### src/rtl/udp_header_rx_mp.sv
// Multi-port UDP header receiver: parses the 8-byte header, matches the destination port, forwards the payload.
// Optional checksum verification is built when UDP_RX_CSUM_EN is defined.
module udp_header_rx_mp #(
  parameter int NUM_PORTS   = 4,
  parameter int MAX_PAYLOAD = 1472,
  parameter int IDX_W       = (NUM_PORTS > 1) ? $clog2(NUM_PORTS) : 1
) (
  input  logic                     aclk,
  input  logic                     aresetn,
  input  logic [7:0]               data_in,
  input  logic                     data_valid,
  input  logic                     ip_header_done,
  input  logic [16*NUM_PORTS-1:0]  port_table,
  input  logic [NUM_PORTS-1:0]     port_en,
`ifdef UDP_RX_CSUM_EN
  input  logic [15:0]              pseudo_sum,
  output logic                     csum_ok,
`endif
  output logic [15:0]              port_s,
  output logic [15:0]              udp_length,
  output logic [IDX_W-1:0]         port_idx,
  output logic [7:0]               udp_data,
  output logic                     udp_data_valid,
  output logic                     udp_data_tlast,
  output logic                     drop,
  output logic                     len_err
);

  typedef enum logic [3:0] {
    IDLE, SRC_LO, DST_HI, DST_LO, LEN_HI, LEN_LO, CSUM_HI, CSUM_LO, PAYLOAD, DISCARD
  } state_t;

  state_t           r_state, w_next;
  logic [7:0]       r_byte_hi;
  logic [15:0]      r_remain;
  logic [15:0]      w_len;
  logic             w_len_bad;
  logic             w_hit;
  logic [IDX_W-1:0] w_idx;
  logic             w_drop, w_len_err, w_beat, w_last;

  assign w_len     = {r_byte_hi, data_in};
  assign w_len_bad = (w_len < 16'd8) || ({1'b0, w_len} > 17'(MAX_PAYLOAD + 8));

  // Scan downwards so the lowest enabled matching entry is the one left standing.
  always_comb begin
    w_hit = 1'b0;
    w_idx = '0;
    for (int i = NUM_PORTS - 1; i >= 0; i--) begin
      if (port_en[i] && (port_table[16*i +: 16] == {r_byte_hi, data_in})) begin
        w_hit = 1'b1;
        w_idx = IDX_W'(i);
      end
    end
  end

  always_ff @(posedge aclk or negedge aresetn) begin
    if (!aresetn) r_state <= IDLE;
    else          r_state <= w_next;
  end

  always_comb begin
    w_next    = r_state;
    w_drop    = 1'b0;
    w_len_err = 1'b0;
    w_beat    = 1'b0;
    w_last    = 1'b0;
    if (r_state != IDLE && !data_valid) begin
      w_next = IDLE;
    end else begin
      case (r_state)
        IDLE:    if (ip_header_done && data_valid) w_next = SRC_LO;
        SRC_LO:  w_next = DST_HI;
        DST_HI:  w_next = DST_LO;
        DST_LO: begin
          if (w_hit) begin
            w_next = LEN_HI;
          end else begin
            w_drop = 1'b1;
            w_next = DISCARD;
          end
        end
        LEN_HI:  w_next = LEN_LO;
        LEN_LO: begin
          if (w_len_bad) begin
            w_len_err = 1'b1;
            w_next    = DISCARD;
          end else begin
            w_next = CSUM_HI;
          end
        end
        CSUM_HI: w_next = CSUM_LO;
        CSUM_LO: w_next = (udp_length == 16'd8) ? IDLE : PAYLOAD;
        PAYLOAD: begin
          w_beat = 1'b1;
          w_last = (r_remain == 16'd1);
          if (w_last) w_next = DISCARD;
        end
        DISCARD: w_next = DISCARD;
        default: w_next = IDLE;
      endcase
    end
  end

  always_ff @(posedge aclk or negedge aresetn) begin
    if (!aresetn) begin
      port_s         <= '0;
      udp_length     <= '0;
      port_idx       <= '0;
      udp_data       <= '0;
      udp_data_valid <= 1'b0;
      udp_data_tlast <= 1'b0;
      drop           <= 1'b0;
      len_err        <= 1'b0;
      r_byte_hi      <= '0;
      r_remain       <= '0;
    end else begin
      udp_data_valid <= w_beat;
      udp_data_tlast <= w_last;
      drop           <= w_drop;
      len_err        <= w_len_err;
      if (data_valid) begin
        case (r_state)
          IDLE:    if (ip_header_done) port_s[15:8] <= data_in;
          SRC_LO:  port_s[7:0] <= data_in;
          DST_HI, LEN_HI, CSUM_HI: r_byte_hi <= data_in;
          DST_LO:  if (w_hit) port_idx <= w_idx;
          LEN_LO:  udp_length <= w_len;
          CSUM_LO: r_remain <= udp_length - 16'd8;
          PAYLOAD: begin
            udp_data <= data_in;
            r_remain <= r_remain - 16'd1;
          end
          default: ;
        endcase
      end
    end
  end

`ifdef UDP_RX_CSUM_EN
  function automatic logic [15:0] oc_add(input logic [15:0] a, input logic [15:0] b);
    logic [16:0] s;
    s = {1'b0, a} + {1'b0, b};
    return s[15:0] + {15'd0, s[16]};
  endfunction

  logic [15:0] r_acc, w_cs_word, w_cs_sum, w_cs_fin;
  logic [7:0]  r_pay_hi;
  logic        r_odd, r_csum_zero, w_cs_add;

  // An odd trailing payload byte is summed as the high half of a zero-padded word.
  always_comb begin
    w_cs_word = {r_byte_hi, data_in};
    w_cs_add  = 1'b0;
    case (r_state)
      SRC_LO: begin
        w_cs_word = {port_s[15:8], data_in};
        w_cs_add  = 1'b1;
      end
      DST_LO, LEN_LO, CSUM_LO: w_cs_add = 1'b1;
      PAYLOAD: begin
        if (r_odd) begin
          w_cs_word = {r_pay_hi, data_in};
          w_cs_add  = 1'b1;
        end else if (w_last) begin
          w_cs_word = {data_in, 8'h00};
          w_cs_add  = 1'b1;
        end
      end
      default: ;
    endcase
  end

  assign w_cs_sum = oc_add(r_acc, w_cs_word);
  assign w_cs_fin = oc_add(w_cs_sum, pseudo_sum);

  always_ff @(posedge aclk or negedge aresetn) begin
    if (!aresetn) begin
      r_acc       <= '0;
      r_pay_hi    <= '0;
      r_odd       <= 1'b0;
      r_csum_zero <= 1'b0;
      csum_ok     <= 1'b0;
    end else begin
      csum_ok <= w_last && ((w_cs_fin == 16'hFFFF) || r_csum_zero);
      if (data_valid) begin
        if (r_state == IDLE && ip_header_done) begin
          r_acc <= '0;
          r_odd <= 1'b0;
        end else if (w_cs_add) begin
          r_acc <= w_cs_sum;
        end
        if (r_state == CSUM_LO) r_csum_zero <= (w_cs_word == 16'h0000);
        if (r_state == PAYLOAD) begin
          if (!r_odd) r_pay_hi <= data_in;
          r_odd <= ~r_odd;
        end
      end
    end
  end
`endif

endmodule

### config.mk
export PLATFORM = sky130hd
export DESIGN_NAME = udp_header_rx_mp
export DESIGN_NICKNAME = d
export VERILOG_FILES = /design/src/rtl/udp_header_rx_mp.sv
export SDC_FILE = /design/constraint.sdc
export NUM_CORES = 1
export LEC_CHECK = 0
export BUFFER_PORTS_ARGS = -buffer_cell sky130_fd_sc_hd__buf_4
export CORE_ASPECT_RATIO = 2
export CORE_MARGIN = 4
export CORE_UTILIZATION = 48
export DETAILED_ROUTE_END_ITERATION = 8
export MAX_ROUTING_LAYER = met4
export PLACE_DENSITY_LB_ADDON = 0.2
export SKIP_CTS_REPAIR_TIMING = 1
export SLEW_MARGIN = 20
export SYNTH_ARGS = -nofsm -noshare
export SYNTH_HDL_FRONTEND = slang
export SYNTH_SLANG_ARGS = --single-unit
### constraint.sdc
create_clock -name aclk -period 2.1 [get_ports aclk]
set_input_delay 0.105 -clock aclk [delete_from_list [all_inputs] [get_ports aclk]]
set_output_delay 0.105 -clock aclk [all_outputs]
set_load 0.005 [all_outputs]
==> results.yml <==
yosys:
  synth.distinct_cells: 52
  ys_warn_count: 0
  ys.flop_type: "dfrtp_1"
  synth_edf_count: 0
  synthArstFlopShare: 1.000
  syn_area_um2: 4432
  synth_fp_nets: 529
  syn-instance-count: 446
  syn_area_per_cell_um2: 9.937
  yosysSeqAreaShare: 0.4178
  ys_ff_latch: 74
die:
  start_util: 0.4917
  rows: 49
  fp.dieH_um: 143.9
  die_area_um2: 10930
  die_w_um: 75.95
  io_pins: 126
  fp.coreArea_um2: 9012
clock_tree:
  clkTransAtPathRegs_ns: 0.06
  cts_tree: "built"
  root_buffer: "clkbuf_16"
  cts_sinks: 74
  clk_latency_ns: 0.34
  clockBufferDepth: 2
  htreeDepth: 3
  cts_buffers: 9
global_route:
  grt_pass1_vias: 4187
  grt_max_degree: 39
  overflow: 0
  track_usage: 0.2626
  grt_pass1_wl_um: 21590
  antenna_found_initial: 0
drt:
  routed_wl_um: 13790
  drt-initial-drc-count: 225
  via_per_inst: 5.714
  routedWlPerCell_um: 19.72
  drt_first_pass_iters: 4
  vias: 3994
  drc: 0
  antenna_left: 0
worst_setup_path:
  cp-start-kind: "flop"
  path_max_fanout: 4
  max_stage_delay_ns: 0.57
  cp-end-kind: "flop"
  critPathTopFamily: "simple AND/OR/NAND/NOR gates"
  critPathBufInv: 0
  worstPathRequired_ns: 2.31
  cpMostUsedCell: "o21ai_1"
  cp_cell_sequence: "or4_4, nand4bb_4, or3_4, o31a_1, o21ai_1, o21ai_1"
  slowest_stage: "or4_4"
  path_class: "flop to flop"
  cp.arrival_ns: 2.29
layout:
  fillers: 753
  final_cell_mix: "buf_4, dfrtp_1, mux2_2"
  syn_to_final_growth_pct: 36.56
  drive_gt1_frac: 0.4070
  nets: 675
  final_common_cell: "buf_4"
  antenna_cells: 0
  finish.utilization: 0.6715
sta:
  skew_ns: 0.004804
  worst_slack_ns: 0.02165
  period_minus_slack_ns: 2.078
  hold_ws_ns: 0.05268
  finalSetupViolCount: 0
  fmax_ghz: 0.4812
  worst_pin_slew_ns: 0.5236
  rsz0062_at_grt: "yes"
  final_hold_viol_count: 0
  setup_tns_ns: 0
  slew_headroom: 0.6482
  finalCritPeriodShare: 0.9897
  slew_violations: 0
power_and_ir_drop:
  p_leak_nw: 2.820
  power_density_nw_per_um2: 1008
  finalPower_mw: 6.098
  ir_drop_v: 0.0006543
status:
  status: "complete, no violations"
place:
  place.gp.congestion: 0.9656
  dp_hpwl_um: 10860
  place_ws_ns: -0.01890
  portBuffers: 125
flow_run:
  maxCapViolations: 0
worst_hold_path:
  hold_class: "primary input to flop"
-- layout make-up --
cell class / count / area, um^2 / share of cell area
Timing Repair Buffer: 164 / 1246 / 0.2059
Clock buffer: 9 / 225.2 / 0.03721
Clock inverter: 7 / 101.3 / 0.01675
Tap cell: 102 / 127.6 / 0.02109
Inverter: 6 / 22.52 / 0.003721
Sequential cell: 74 / 1853 / 0.3062
Multi-Input combinational cell: 337 / 2476 / 0.4091
-- kinds of logic after synthesis --
| group | share of synthesized area |
|---|---|
| AO/OA/AOI/OAI | 0.1033 |
| XOR/XNOR | 0.1462 |
| adder cells (fa/ha/maj) | 0.008471 |
| buffers and inverters | 0.03388 |
| flip-flops | 0.4178 |
| multiplexers | 0.1169 |
| AND/OR/NAND/NOR | 0.1733 |
-- synthesized netlist by cell type, types with 2 or more instances --
library cell / instances / share of area
a21o_1: 2 / 0.0034
a21oi_1: 24 / 0.027
a31oi_1: 3 / 0.0042
and2_1: 2 / 0.0028
and3_1: 2 / 0.0028
and4_1: 2 / 0.0040
buf_2: 6 / 0.0068
clkbuf_1: 20 / 0.017
dfrtp_1: 74 / 0.42
ha_1: 3 / 0.0085
inv_1: 6 / 0.0051
mux2_2: 46 / 0.12
nand2_1: 22 / 0.019
nand2b_1: 2 / 0.0028
nand3_1: 12 / 0.014
nand4_1: 13 / 0.018
nand4bb_1: 2 / 0.0051
nor2_1: 33 / 0.028
nor2b_1: 5 / 0.0071
nor3_1: 17 / 0.019
nor4_1: 13 / 0.018
o211ai_1: 3 / 0.0051
o21a_1: 2 / 0.0034
o21ai_0: 20 / 0.023
o21ai_1: 3 / 0.0034
o22a_1: 2 / 0.0040
o22ai_1: 4 / 0.0056
o31a_1: 2 / 0.0040
o31ai_1: 4 / 0.0068
or3_1: 2 / 0.0028
or4_1: 2 / 0.0034
xnor2_1: 33 / 0.065
xor2_1: 41 / 0.081
-- path summary, 6_finish.rpt --
kind                                         startpoint                        end  slack [ns]  depth (start not counted)
worst max-delay path            r_remain[6]$_DFFE_PN0P_   r_remain[15]$_DFFE_PN0P_        0.02                          6
worst max register to register  r_remain[6]$_DFFE_PN0P_   r_remain[15]$_DFFE_PN0P_        0.02                          6
min in group asynchronous                       aresetn  udp_length[5]$_DFFE_PN0P_        0.28                          2
worst min-delay path                         data_valid    r_remain[7]$_DFFE_PN0P_        0.05                          2
max in group asynchronous                       aresetn    udp_data[5]$_DFFE_PN0P_        1.24                          3
worst min register to register   port_s[14]$_DFFE_PN0P_     port_s[14]$_DFFE_PN0P_        0.51                          1
-- power by group --
part / switching [mW] / internal (mW) / leakage [nW]
clock: 0.630 / 1.05 / 0.153
combinational: 0.989 / 1.21 / 1.72
sequential: 0.398 / 1.82 / 0.943
-- metal layers --
metal  track usage  share of wire  up-vias
met1        0.2601           0.35     1908
met2        0.4629           0.56      159
met4        0.1548          0.043        0
met5             -              0        -
li1              -              -     1884
met3       0.06085          0.056       43
-- sequential cells by signal, summed over array words and instances (netlist names) --
register and count:
udp_data_tlast 1, udp_data 8, r_state 4, udp_length 16, port_s 16, udp_data_valid 1
len_err 1, r_byte_hi 8, drop 1, port_idx 2, r_remain 16
-- per-stage QoR --
step | area [um^2] | instances
floorplan | 4432 | 446
global placement | 5638 | 678
detailed placement | 5638 | 678
CTS | 5964 | 694
global route | 6052 | 699
finish | 6052 | 699
No activity file was read; power rests on OpenSTA's default activity.
